File: src/rtl/ram_port_arbiter.sv
// Shares one single-port SRAM between NUM_PORTS req/gnt/rvalid masters; grant is combinational, rvalid one cycle later.
// Backpressure is the grant itself: a requester holds its request until granted, and starvation counters bound the wait.
module ram_port_arbiter #(
  parameter int NUM_PORTS    = 4,
  parameter int ADDR_WIDTH   = 32,
  parameter int DATA_WIDTH   = 32,
  parameter int PRIO_PORT0   = 1,
  parameter int STARVE_LIMIT = 7
) (
  input  logic                             clk,
  input  logic                             rst,
  input  logic [NUM_PORTS-1:0]             req_i,
  output logic [NUM_PORTS-1:0]             gnt_o,
  output logic [NUM_PORTS-1:0]             rvalid_o,
  input  logic [NUM_PORTS*ADDR_WIDTH-1:0]  addr_i,
  input  logic [NUM_PORTS-1:0]             we_i,
  input  logic [NUM_PORTS*DATA_WIDTH/8-1:0] be_i,
  input  logic [NUM_PORTS*DATA_WIDTH-1:0]  wdata_i,
  output logic [DATA_WIDTH-1:0]            rdata_o,
  output logic                             ram_en_o,
  output logic [ADDR_WIDTH-1:0]            ram_addr_o,
  output logic                             ram_we_o,
  output logic [DATA_WIDTH/8-1:0]          ram_be_o,
  output logic [DATA_WIDTH-1:0]            ram_wdata_o,
  input  logic [DATA_WIDTH-1:0]            ram_rdata_i
);

  localparam int BE_W  = DATA_WIDTH / 8;
  localparam int CNT_W = $clog2(STARVE_LIMIT + 1);
  localparam int IDX_W = $clog2(NUM_PORTS);
  localparam logic [CNT_W-1:0] LIMIT    = CNT_W'(STARVE_LIMIT);
  localparam logic [IDX_W-1:0] LAST_RST = IDX_W'(NUM_PORTS - 1);

  typedef struct packed {
    logic [ADDR_WIDTH-1:0] addr;
    logic                  we;
    logic [BE_W-1:0]       be;
    logic [DATA_WIDTH-1:0] wdata;
  } ram_req_t;

  logic [IDX_W-1:0]     last_q;
  logic [IDX_W-1:0]     rr_idx;
  logic                 rr_gnt;
  int                   scan_idx;
  logic [CNT_W-1:0]     wait_q [NUM_PORTS];
  logic [NUM_PORTS-1:0] starved;
  logic [NUM_PORTS-1:0] gnt;
  logic [NUM_PORTS-1:0] rvalid_q;
  ram_req_t             port_req [NUM_PORTS];
  ram_req_t             ram_req;

  for (genvar p = 0; p < NUM_PORTS; p++) begin : g_port
    assign port_req[p] = '{addr:  addr_i[p*ADDR_WIDTH +: ADDR_WIDTH],
                           we:    we_i[p],
                           be:    be_i[p*BE_W +: BE_W],
                           wdata: wdata_i[p*DATA_WIDTH +: DATA_WIDTH]};
    assign starved[p]  = req_i[p] && (wait_q[p] == LIMIT);
  end

  // Scans run from the far end so the last hit (lowest / nearest) wins.
  always_comb begin
    gnt      = '0;
    rr_gnt   = 1'b0;
    rr_idx   = last_q;
    scan_idx = 0;
    if (|starved) begin
      for (int p = NUM_PORTS - 1; p >= 0; p--) begin
        if (starved[p]) gnt = NUM_PORTS'(1) << p;
      end
    end else if (PRIO_PORT0 != 0 && req_i[0]) begin
      gnt[0] = 1'b1;
    end else begin
      for (int k = NUM_PORTS; k >= 1; k--) begin
        scan_idx = (int'(last_q) + k) % NUM_PORTS;
        if (req_i[scan_idx]) begin
          rr_gnt = 1'b1;
          rr_idx = IDX_W'(scan_idx);
        end
      end
      if (rr_gnt) gnt = NUM_PORTS'(1) << rr_idx;
    end
  end

  always_comb begin
    ram_req = '0;
    for (int p = 0; p < NUM_PORTS; p++) begin
      if (gnt[p]) ram_req = port_req[p];
    end
  end

  always_ff @(posedge clk or posedge rst) begin
    if (rst) begin
      rvalid_q <= '0;
      last_q   <= LAST_RST;
      for (int p = 0; p < NUM_PORTS; p++) wait_q[p] <= '0;
    end else begin
      rvalid_q <= gnt;
      if (rr_gnt) last_q <= rr_idx;
      for (int p = 0; p < NUM_PORTS; p++) begin
        if (!req_i[p] || gnt[p]) wait_q[p] <= '0;
        else if (wait_q[p] != LIMIT) wait_q[p] <= wait_q[p] + CNT_W'(1);
      end
    end
  end

  assign gnt_o       = gnt;
  assign rvalid_o    = rvalid_q;
  assign rdata_o     = ram_rdata_i;
  assign ram_en_o    = |req_i;
  assign ram_addr_o  = ram_req.addr;
  assign ram_we_o    = ram_req.we;
  assign ram_be_o    = ram_req.be;
  assign ram_wdata_o = ram_req.wdata;

endmodule
File: config.mk
export PLATFORM = sky130hd
export DESIGN_NAME = ram_port_arbiter
export DESIGN_NICKNAME = d
export VERILOG_FILES = /design/src/rtl/ram_port_arbiter.sv
export SDC_FILE = /design/constraint.sdc
export NUM_CORES = 1
export LEC_CHECK = 0
export BUFFER_PORTS_ARGS = -buffer_cell sky130_fd_sc_hd__buf_4
export CAP_MARGIN = 20
export CELL_PAD_IN_SITES_DETAIL_PLACEMENT = 2
export CELL_PAD_IN_SITES_GLOBAL_PLACEMENT = 2
export CORE_AREA = 2 2 167 169
export CTS_CLUSTER_SIZE = 28
export DETAILED_ROUTE_END_ITERATION = 6
export DIE_AREA = 0 0 169 171
export PLACE_DENSITY_LB_ADDON = 0.1
export SYNTH_ARGS = -nofsm -noshare
export SYNTH_HDL_FRONTEND = slang
export SYNTH_SLANG_ARGS = --single-unit
File: constraint.sdc
create_clock -name clk -period 3.5 [get_ports clk]
set_clock_uncertainty 0.15 [all_clocks]
set_input_delay 0.175 -clock clk [delete_from_list [all_inputs] [get_ports clk]]
set_output_delay 0.175 -clock clk [all_outputs]
set_load 0.005 [all_outputs]
Yosys cells after proc, flatten, opt, wreduce, memory -nomap -nowiden

Cells that the tools add are included.

Add/sub/neg operators: 8
Multipliers: 0
Divide/modulo/power cells: 0
Order comparisons: 4
Equality and inequality tests: 8
Shifts and indexed selects: 1
Muxes and demuxes: 46
Bitwise logic cells: 6
Reductions and logical operators: 23

Operators with widths:

| kind                                               | count |
|---|---|
| 2-to-1 mux 69 bit                                  | 4 |
| 2-to-1 mux 3 bit                                   | 9 |
| 2-to-1 mux 4 bit                                   | 6 |
| 2-to-1 mux 1 bit                                   | 17 |
| < comparator 3 x 4 -> 1 bit, second input constant | 4 |
| adder 3 x 1 -> 3 bit, second input constant        | 4 |
| == test 3 bit, second input constant               | 4 |
| 2-to-1 mux 2 bit                                   | 6 |
| inequality test 3 bit, second input constant       | 4 |
| binary-select mux 1 bit (select 2 bit)             | 4 |
| nonzero test 2 bit                                 | 4 |
| OR reduction 2 bit                                 | 4 |
| OR reduction 4 bit                                 | 2 |
| adder 2 x 1 -> 2 bit, second input constant        | 2 |
| adder 2 bit, second input constant                 | 2 |
| AND 1 bit, first input constant                    | 4 |
| logical AND 1 bit                                  | 4 |
| zero test 1 bit                                    | 4 |
| logical OR 1 bit                                   | 4 |
| << shifter 1 x 2 -> 4 bit, first input constant    | 1 |
| AND reduction 3 bit                                | 1 |
| NOT 1 bit                                          | 2 |

Bits in registers: 18
Bits in latches: 0
Bits in writable memories: 0
ROM bits: 0
Bits of input ports: 314
Output and inout port bits: 110
Word-level logic and storage cells: 102
Memories: 0

Depth between registers and ports, before layout

Gate-level depths: netlist of run 1.

Depth after elaboration: 20
Mapped depth: 10
Gate-level depth less buffers: 7

Worst setup path before layout of run 1

No wires, ideal clock.

Path type: reg-to-output
Start point: reg wait_q[0] in the netlist's numbering
End point: out ram_addr_o[22]
Arrival: 2.363 ns
Data required time: 3.175 ns
Setup slack: 0.812 ns
Stages on the path, launching flop included: 10
Path through: dfrtp_1 -> ha_1 -> ha_1 -> buf_6 -> a22o_1 -> or3_4 -> o31ai_4 -> buf_6 -> a221oi_2 -> nor3_1

Elaborated cells on any way between the ends: 12
Classes of those cells: 1 x eq/ne; 9 x mux; 2 x reduce/logical

RTL lines:

| element                         | RTL line | RTL |
|---|---|---|
| start, declared                 | 45       | `logic [CNT_W-1:0] wait_q [NUM_PORTS];` |
| start signal, assigned by index | 100      | `if (!req_i[p] \|\| gnt[p]) wait_q[p] <= '0;` |
| == test 3 bit                   | 57       | `assign starved[p] = req_i[p] && (wait_q[p] == LIMIT);` |
| logical AND 1 bit               | 57       |  |
| OR reduction 4 bit              | 66       | `if (\|starved) begin` |
| 2-to-1 mux 4 bit                | 66       |  |
| via gnt_o[1]                    | 13       | `output logic [NUM_PORTS-1:0] gnt_o,` |
| 2-to-1 mux 69 bit (3 in a row)  | 87       | `if (gnt[p]) ram_req = port_req[p];` |
| end, declared                   | 21       | `output logic [ADDR_WIDTH-1:0] ram_addr_o,` |

The timed path passes the listed nets, and every way through them passes these cells.

Worst setup path after layout of run 1

Start point: reg wait_q[0] in the netlist's numbering
End point: out ram_addr_o[11]

Longest elaborated chain between the ends: 8
Elaborated cells on any way between the ends: 12
Classes of those cells: 1 x eq/ne; 9 x mux; 2 x reduce/logical

RTL lines:

| element                                                                   | RTL line |
|---|---|
| == test 3 bit (*)                                                         | 57 |
| logical AND 1 bit (*)                                                     | 57 |
| OR reduction 4 bit / 2-to-1 mux 4 bit (equally long branches)             | 66, 68 |
| 2-to-1 mux 4 bit (*)                                                      | 66 |
| 2-to-1 mux 69 bit / 2-to-1 mux 4 bit (equally long branches) (2 in a row) | 87, 68 |
| 2-to-1 mux 69 bit / 2-to-1 mux 4 bit (equally long branches)              | 87, 66 |
| 2-to-1 mux 69 bit (*)                                                     | 87 |

Every way passes the cells marked *; elsewhere a longest branch is shown, timed or not.

==> results of run 1 <==
## per-stage QoR
stage | total power [W] | hold slack, ps | utilization [%]
after floorplan | 0.001115 | -37.89 | -
after global placement | 0.002034 | 200.0 | 24.92
after detailed placement | 0.002074 | 200.0 | 24.92
after CTS | 0.002345 | 74.82 | 25.29
after global routing | 0.002487 | 81.20 | 25.29
final | 0.002305 | 72.76 | 25.29
## layout make-up
type                    count  area (um2)  area share, %
clock buffers               4       88.84          1.286
inverters                   5       18.77         0.2716
multi-input cells         428        2970          42.99
flip-flops and latches     18       452.9          6.556
well taps                 346       432.9          6.266
repair buffers            377        2945          42.63
## synthesized netlist by cell type
cell type	number
nand2b_1	3
a22oi_1	1
a221o_1	1
nand4_1	2
buf_6	8
or3_1	69
ha_1	8
or4_1	1
o21a_1	3
a31oi_1	1
a21oi_1	4
or3_4	1
a211oi_1	1
mux2_2	1
o31ai_1	3
buf_2	8
a221oi_2	9
a31o_2	1
a22o_1	1
a311oi_1	1
dfrtp_1	16
nand3b_1	1
o41ai_1	71
o31ai_4	1
or2_2	1
buf_1	3
clkbuf_1	62
mux2i_1	2
nor2_1	14
inv_1	5
nor2b_1	1
xor2_1	1
a21o_1	1
buf_4	32
nor3_1	140
and2_1	2
a221oi_1	60
nand3_1	3
and3_1	2
nand2_1	15
dfstp_2	2
o32ai_1	2
## kinds of logic (layout without fill, tap and decap cells)
logic type	count (synthesis)	in the layout	synth area share, %
buffers and inverters	118	386	15.71
multiplexers	3	3	0.7764
AND/OR/NAND/NOR	255	255	33.54
XOR/XNOR	1	1	0.2174
adder cells (fa/ha/maj)	8	8	2.485
AO/OA/AOI/OAI	161	161	36.03
flip-flops	18	18	11.24
## worst register-to-register path, stage by stage, from the launching register on
cell     delay (ps)
dfrtp_1         410
ha_1            210
ha_1            290
nand2_1         200
nand2_4          80
or4_2           720
buf_12          240
nor2_1          310
o31ai_1         140
## per-layer routing
layer  up-vias  global-route usage [%]  share of wire [%]
li1       2819                       -                  -
met1      3087                   20.66                 38
met2       276                   34.05                 52
met3        28                   4.418                7.3
met4         0                   3.530                1.9
met5         -                       0                  0
## worst paths after layout
check	endpoint	slack [ps]	cells after the start	from
hold / removal	wait_q[9]	70	3	req_i[0]
hold reg to reg	wait_q[9]	280	1	wait_q[9]
setup reg to reg	wait_q[5]	630	8	wait_q[6]
min in group asynchronous	rvalid_o[2]	480	3	rst
max in group asynchronous	wait_q[10]	2220	3	rst
setup / recovery	ram_addr_o[11]	160	10	wait_q[0]
## placed cells by master, fill, tap and decap left out, drive strengths merged, types with 3 or more instances in the layout
master  Yosys  routed
buf        51     376
nor3      140     140
o41ai      71      71
or3        70      70
a221oi     69      69
dfrtp      16      16
nand2      15      15
nor2       14      14
ha          8       8
inv         5       5
a21oi       4       4
o31ai       4       4
clkbuf     62       4
nand2b      3       3
nand3       3       3
o21a        3       3
## registers in the layout, indices dropped and copies added (netlist names)
name and count:
wait_q 12, rvalid_o 4, last_q 2
## power breakdown
| group | internal (W) | total, W | switching (W) |
|---|---|---|---|
| clock network | 0.000174 | 0.000264 | 0.0000895 |
| logic | 0.000863 | 0.00175 | 0.000890 |
| registers | 0.000251 | 0.000288 | 0.0000369 |
## what timing repair did
action / in CTS / in global routing
endpoints found under the hold margin: 16 / 0
setup endpoints to repair: 0 / 0
hold buffers: 1 / 0
==> impl_metrics.py, run 1 <==
metrics = {
    "placement": {
        "place_hpwl_um": 20470,
        "dp_slack_ps": 436.5,
        "routabilityCongestion": 0.8103,
        "port-buffer-count": 359,
        "placed_cell_area_um2": 6810,
        "placed_cells": 1173,
    },
    "critical_path": {
        "slowest_delay_ps": 390,
        "required_ps": 3170,
        "cp.arrival_ps": 3020,
        "critical_path_buf_inv_count": 3,
        "critical-path-top-delay-family": "compound AO/OA/AOI/OAI gates",
        "end_kind": "output port",
        "start_kind": "flop",
        "path_cells": "ha_1, ha_1, a22o_1, or3_4, o31ai_4, buf_12, a221oi_1, nor3_1, buf_4, buf_4",
        "cp_max_fo": 28,
        "path_class": "reg2out",
        "crit_slowest_cell": "dfrtp_1",
    },
    "global_route": {
        "grt_pass1_wl_um": 41060,
        "antenna_found_initial": 0,
        "grt_max_degree": 145,
        "gr-total-overflow": 0,
        "grt_pass1_vias": 6766,
        "track_usage_pct": 18.06,
    },
    "power": {
        "worst_ir_drop_vdd_mv": 0.1448,
        "powerDensity_nw_per_um2": 333.7,
        "p_leak_nw": 2.939,
    },
    "routing": {
        "vias": 6210,
        "drc_errors": 0,
        "routed_wl_um": 27890,
        "post_drt_wl_per_cell_um": 23.68,
        "vias_per_cell": 5.272,
        "drt_iter0_markers": 198,
        "dr.pass1.iters": 4,
        "ant_nets": 0,
    },
    "logic_synthesis": {
        "seq_area_frac_synth_pct": 11.24,
        "ys_ff_latch": 18,
        "yosysTopAreaCell": "nor3_1",
        "syn_area_um2": 4029,
        "synth_area_leaders": "nor3_1, o41ai_1, a221oi_1",
        "synthesis.nets": 886,
        "ys_types": 42,
        "syn_avg_cell_area_um2": 7.143,
        "yosysTopAreaCellShare_pct": 17.39,
        "ys_warn_count": 0,
        "synthCells": 564,
    },
    "final_layout": {
        "instances_no_fill": 1178,
        "nFillCells": 3215,
        "fin_area_um2": 6909,
        "drive_gt1_share_pct": 48.56,
        "nets": 1155,
        "syn2layout_area_growth_pct": 71.49,
        "diodes": 0,
    },
    "sta": {
        "min_period_over_period_pct": 95.49,
        "relSlewSlack_pct": 38.93,
        "final.min_clock_period_ps": 3342,
        "final.setup.tns_ps": 0,
        "worst_slack_ps": 157.9,
        "max_freq_ghz": 0.2992,
        "finalSetupViolations": 0,
        "final_hold_viol_count": 0,
        "worst_pin_slew_ps": 916.1,
        "maxSlewViolCount": 0,
        "rsz0062_at_grt": "false",
    },
    "clock_tree": {
        "post_cts_buffers": 0,
        "post_cts_resized": 0,
        "cts_tree": "yes",
        "root_buffer": "clkbuf_16",
        "cts.sink_count": 18,
        "h-tree-depth": 1,
        "numCtsBuffers": 3,
        "cts.reportedPaths.clkPinSlew_ps": 60,
        "insertion_delay_ps": 260,
        "clock_path_buffers": 2,
    },
    "die": {
        "rows": 61,
        "dieArea_um2": 28900,
        "die_w_um": 169,
        "ios": 424,
        "die_y_um": 171,
        "core_area_um2": 27320,
        "initial_utilization_pct": 14.74,
    },
    "run_status": {
        "status": "finished, final reports clean",
    },
    "hold_path": {
        "hold_path_class": "in2reg",
    },
    "run": {
        "cap_viol_max_count": 0,
    },
}
(Power assumes the default switching activity.)
==> run 2: changes to the inputs <==
- clock period: 3.5 -> 4.1 ns (I/O delays scaled with it)
==> impl_metrics.py, run 2 (same netlist as run 1, synthesis figures left out) <==
metrics = {
    "sta": {
        "rsz0062_at_grt": "false",
        "worst_pin_slew_ps": 805.8,
        "worst_slack_ps": 478.2,
        "finalSetupViolations": 0,
        "hold_ws_ps": 107.1,
        "final.setup.tns_ps": 0,
        "maxSlewViolCount": 0,
        "final_hold_viol_count": 0,
        "final.min_clock_period_ps": 3622,
        "min_period_over_period_pct": 88.34,
        "max_freq_ghz": 0.2761,
        "relSlewSlack_pct": 46.22,
    },
    "die": {
        "core_area_um2": 27320,
        "die_y_um": 171,
        "rows": 61,
        "die_w_um": 169,
        "dieArea_um2": 28900,
        "ios": 424,
        "initial_utilization_pct": 14.74,
    },
    "run": {
        "cap_viol_max_count": 0,
    },
    "placement": {
        "port-buffer-count": 359,
        "place_hpwl_um": 21050,
        "routabilityCongestion": 0.8263,
        "dp_slack_ps": 736.7,
    },
    "clock_tree": {
        "cts_tree": "yes",
        "insertion_delay_ps": 250,
        "numCtsBuffers": 3,
        "h-tree-depth": 1,
        "root_buffer": "clkbuf_16",
        "cts.reportedPaths.clkPinSlew_ps": 50,
        "post_cts_resized": 0,
        "clock_path_buffers": 2,
        "cts_hold_buf": 1,
        "post_cts_buffers": 0,
        "cts.sink_count": 18,
    },
    "hold_path": {
        "hold_end": "wait_q[9]",
        "worstHoldStart": "req_i[0]",
        "hold_path_class": "in2reg",
        "hold-path-cell-count": 3,
    },
    "global_route": {
        "gr-total-overflow": 0,
        "grt_max_degree": 145,
        "grt_pass1_wl_um": 41880,
        "antenna_found_initial": 0,
        "grt_pass1_vias": 7095,
        "track_usage_pct": 18.41,
    },
    "final_layout": {
        "syn2layout_area_growth_pct": 71.74,
        "utilization_pct": 25.32,
        "drive_gt1_share_pct": 48.81,
        "top_register": "wait_q",
        "final_cell_mix": "buf_4, nor3_1, o41ai_1",
        "largest_reg_flops": 12,
        "final_common_cell": "buf_4",
        "diodes": 0,
        "nets": 1161,
    },
    "critical_path": {
        "timing.rr.start": "wait_q[6]",
        "cp_max_fo": 57,
        "reg2reg_to": "wait_q[5]",
        "required_ps": 3740,
        "reg2reg_depth": 8,
        "path_class": "reg2out",
        "rrSetupSlack_ps": 990,
        "start_kind": "flop",
        "cp.arrival_ps": 3270,
        "end_kind": "output port",
    },
    "power": {
        "powerDensity_nw_per_um2": 281.5,
        "p_leak_nw": 2.954,
        "worst_ir_drop_vdd_mv": 0.1362,
    },
    "routing": {
        "routed_wl_um": 28280,
        "ant_nets": 0,
        "vias_per_cell": 5.264,
        "dr.pass1.iters": 4,
        "drc_errors": 0,
        "vias": 6233,
        "post_drt_wl_per_cell_um": 23.88,
        "drt_iter0_markers": 202,
    },
    "run_status": {
        "status": "finished, final reports clean",
    },
}
==> run 2: changes by cell type in the layout (fill, tap and decap cells not counted) <==
cell	before	now
clkbuf_1	0	1
clkbuf_8	1	0
buf_4	367	375
buf_12	9	7
==> run 2: routing by layer <==
layer	track usage, %	share of wire (%)	vias up
li1	-	-	2828
met1	20.52	38	3124
met2	35.62	53	255
met3	4.673	6.9	26
met4	2.861	1.5	0
met5	0	0	-
==> run 2: how the worst max path moves through the flow <==
stage	startpoint	end	slack, ps	cells after the start
after floorplan	wait_q[0]	ram_addr_o[22]	1380	9
after global placement	wait_q[6]	ram_wdata_o[30]	800	9
after detailed placement	wait_q[6]	ram_wdata_o[30]	740	9
after CTS	wait_q[6]	ram_wdata_o[30]	470	9
after global routing	wait_q[6]	ram_wdata_o[30]	380	9
final	wait_q[6]	ram_wdata_o[30]	480	9
==> run 2: area by class of cell <==
class | count | area (um2)
sequential | 18 | 452.9
fill | 3201 | 20400
clock buffer | 4 | 78.83
inverter | 5 | 18.77
tap | 346 | 432.9
multi-input combinational | 428 | 2970
timing repair buffer | 383 | 2965
==> run 2: power breakdown <==
group | switching (W) | leakage (nW) | internal [W]
Sequential | 0.0000294 | 0.234 | 0.000214
Clock | 0.0000725 | 0.0382 | 0.000132
Combinational | 0.000766 | 2.68 | 0.000733
Total | 0.000868 | 2.95 | 0.00108
==> run 2: per-stage QoR <==
stage,area [um2],instances,total power (W)
3_3_place_gp,6830,1179,0.001735
4_1_cts,6919,1184,0.001986
3_5_place_dp,6830,1179,0.001767
2_1_floorplan,4029,564,0.0009516
5_1_grt,6919,1184,0.002105
6_report,6919,1184,0.001948
==> run 2: worst max-delay path, cell delays in order, from the launching register on <==
cell	delay [ps]
dfrtp_1	410
ha_1	210
ha_1	290
nand2_1	200
nand2_4	70
or4_2	910
buf_12	320
nor3_1	310
nor3_1	90
buf_4	160
==> run 3: changes to the inputs <==
- GPL_TIMING_DRIVEN: default -> 0
==> impl_metrics.py, run 3 (same netlist as run 1, synthesis figures left out) <==
metrics = {
    "routing": {
        "vias_per_cell": 4.982,
        "post_drt_wl_per_cell_um": 23.06,
        "routed_wl_um": 30110,
        "ant_nets": 0,
        "drt_iter0_markers": 215,
        "dr.pass1.iters": 4,
        "vias": 6507,
        "drc_errors": 0,
    },
    "critical_path": {
        "cp.arrival_ps": 3440,
        "required_ps": 3740,
        "cp_max_fo": 10,
        "end_kind": "output port",
        "critical_path_buf_inv_count": 3,
        "slowest_delay_ps": 630,
        "path_class": "reg2out",
        "path_cells": "ha_1, ha_1, buf_6, a22o_1, or3_4, o31ai_4, buf_6, a221oi_1, nor3_1, buf_4",
        "start_kind": "flop",
        "critical-path-top-delay-family": "compound AO/OA/AOI/OAI gates",
        "crit_slowest_cell": "o31ai_4",
    },
    "final_layout": {
        "nFillCells": 3267,
        "fin_area_um2": 7503,
        "final_common_cell": "buf_4",
        "nets": 1282,
        "instances_no_fill": 1306,
        "top_register": "wait_q",
        "syn2layout_area_growth_pct": 86.24,
        "largest_reg_flops": 12,
        "final_cell_mix": "buf_4, nor3_1, o41ai_1",
        "drive_gt1_share_pct": 48.28,
    },
    "die": {
        "dieArea_um2": 28900,
        "initial_utilization_pct": 14.74,
        "core_area_um2": 27320,
        "rows": 61,
        "die_w_um": 169,
        "die_y_um": 171,
        "ios": 424,
    },
    "global_route": {
        "grt_pass1_wl_um": 43660,
        "gr-total-overflow": 0,
        "grt_max_degree": 19,
        "track_usage_pct": 19.60,
        "antenna_found_initial": 1,
        "grt_pass1_vias": 7122,
    },
    "power": {
        "combinationalPowerShare_pct": 77.2,
        "p_sw_w": 0.0009081,
        "worst_ir_drop_vdd_mv": 0.1156,
        "intPower_w": 0.001135,
        "swShare_pct": 44.45,
        "p_leak_nw": 3.282,
        "powerDensity_nw_per_um2": 272.3,
        "seqPwrFrac_pct": 11.8,
        "power.share.clock_pct": 11.0,
    },
    "sta": {
        "final_hold_viol_count": 0,
        "maxSlewViolCount": 0,
        "finalSetupViolations": 0,
        "worst_pin_slew_ps": 783.6,
        "rsz0062_at_grt": "false",
        "min_period_over_period_pct": 92.46,
        "relSlewSlack_pct": 47.70,
        "final.min_clock_period_ps": 3791,
        "final.setup.tns_ps": 0,
        "max_freq_ghz": 0.2638,
    },
    "placement": {
        "placed_cells": 1300,
        "place_hpwl_um": 24600,
        "placed_cell_area_um2": 7390,
        "routabilityCongestion": 0.7902,
        "port-buffer-count": 390,
    },
    "clock_tree": {
        "h-tree-depth": 1,
        "cts.sink_count": 18,
        "cts_tree": "yes",
        "numCtsBuffers": 3,
        "root_buffer": "clkbuf_16",
        "insertion_delay_ps": 260,
        "post_cts_buffers": 0,
        "cts.reportedPaths.clkPinSlew_ps": 60,
        "clock_path_buffers": 2,
    },
    "hold_path": {
        "hold_path_class": "in2reg",
    },
    "run": {
        "cap_viol_max_count": 0,
    },
    "run_status": {
        "status": "finished, final reports clean",
    },
}
run 3: final timing paths:
path / depth (start not counted) / startpoint / end / slack, ps
setup / recovery: 10 / wait_q[0] / ram_addr_o[11] / 310
hold / removal: 3 / req_i[3] / wait_q[0] / 200
setup reg to reg: 9 / wait_q[6] / last_q[0] / 1170
hold reg to reg: 1 / wait_q[9] / wait_q[9] / 280
max in group asynchronous: 3 / rst / wait_q[10] / 2800
min in group asynchronous: 3 / rst / wait_q[0] / 510
run 3: layout make-up:
cell class | instances | area, um2 | share of cell area [%]
Antenna cell | 1 | 2.502 | 0.03335
Tap cell | 346 | 432.9 | 5.770
Buffer | 113 | 616.8 | 8.221
Clock buffer | 4 | 88.84 | 1.184
Timing Repair Buffer | 391 | 2938 | 39.15
Multi-Input combinational cell | 428 | 2953 | 39.35
Inverter | 5 | 18.77 | 0.2501
Sequential cell | 18 | 452.9 | 6.036
run 3: power by group through the flow:
| stage | Sequential [W] | Combinational [W] | Clock, W |
|---|---|---|---|
| floorplan | 0.000237 | 0.000714 | 0 |
| global placement | 0.000244 | 0.00160 | 0 |
| detailed placement | 0.000244 | 0.00161 | 0 |
| CTS | 0.000242 | 0.00162 | 0.000231 |
| global route | 0.000247 | 0.00173 | 0.000237 |
| finish | 0.000242 | 0.00158 | 0.000224 |
run 3: worst reg2reg max path: stages (launching register included):
cell and delay, ps:
dfrtp_1 400, ha_1 210, ha_1 170, clkbuf_1 190, nand2_1 170, nand2_2 230
or4_1 550, buf_2 240, clkbuf_1 330, a21oi_1 230
run 3: per-stage QoR:
stage | hold WS (ps) | setup WS [ps] | utilization [%] | total power [W]
after CTS | 210.0 | 83.70 | 27.44 | 0.002091
after global placement | 258.1 | 258.0 | 27.04 | 0.001842
final | 200.8 | 309.1 | 27.46 | 0.002043
after global routing | 260.6 | 96.07 | 27.46 | 0.002216
after detailed placement | 255.5 | 207.8 | 27.04 | 0.001853
after floorplan | -7.889 | 1382 | - | 0.0009516
run 3: repair_timing:
| action | CTS | global route |
|---|---|---|
| endpoints found under the setup margin | 11 | 4 |
| resized for setup | 3 | 3 |
| cloned | 0 | 0 |
| hold buffers | 1 | 0 |
| hold endpoints to repair | 16 | 0 |
run 3: routing by layer:
layer  vias up  GRT usage [%]  routed length (um)
li1       3080              -                   -
met1      3176          23.40               12220
met2       229          36.28               15400
met3        22          4.858                2124
met4         0          2.564                 375
met5         -              0                   0
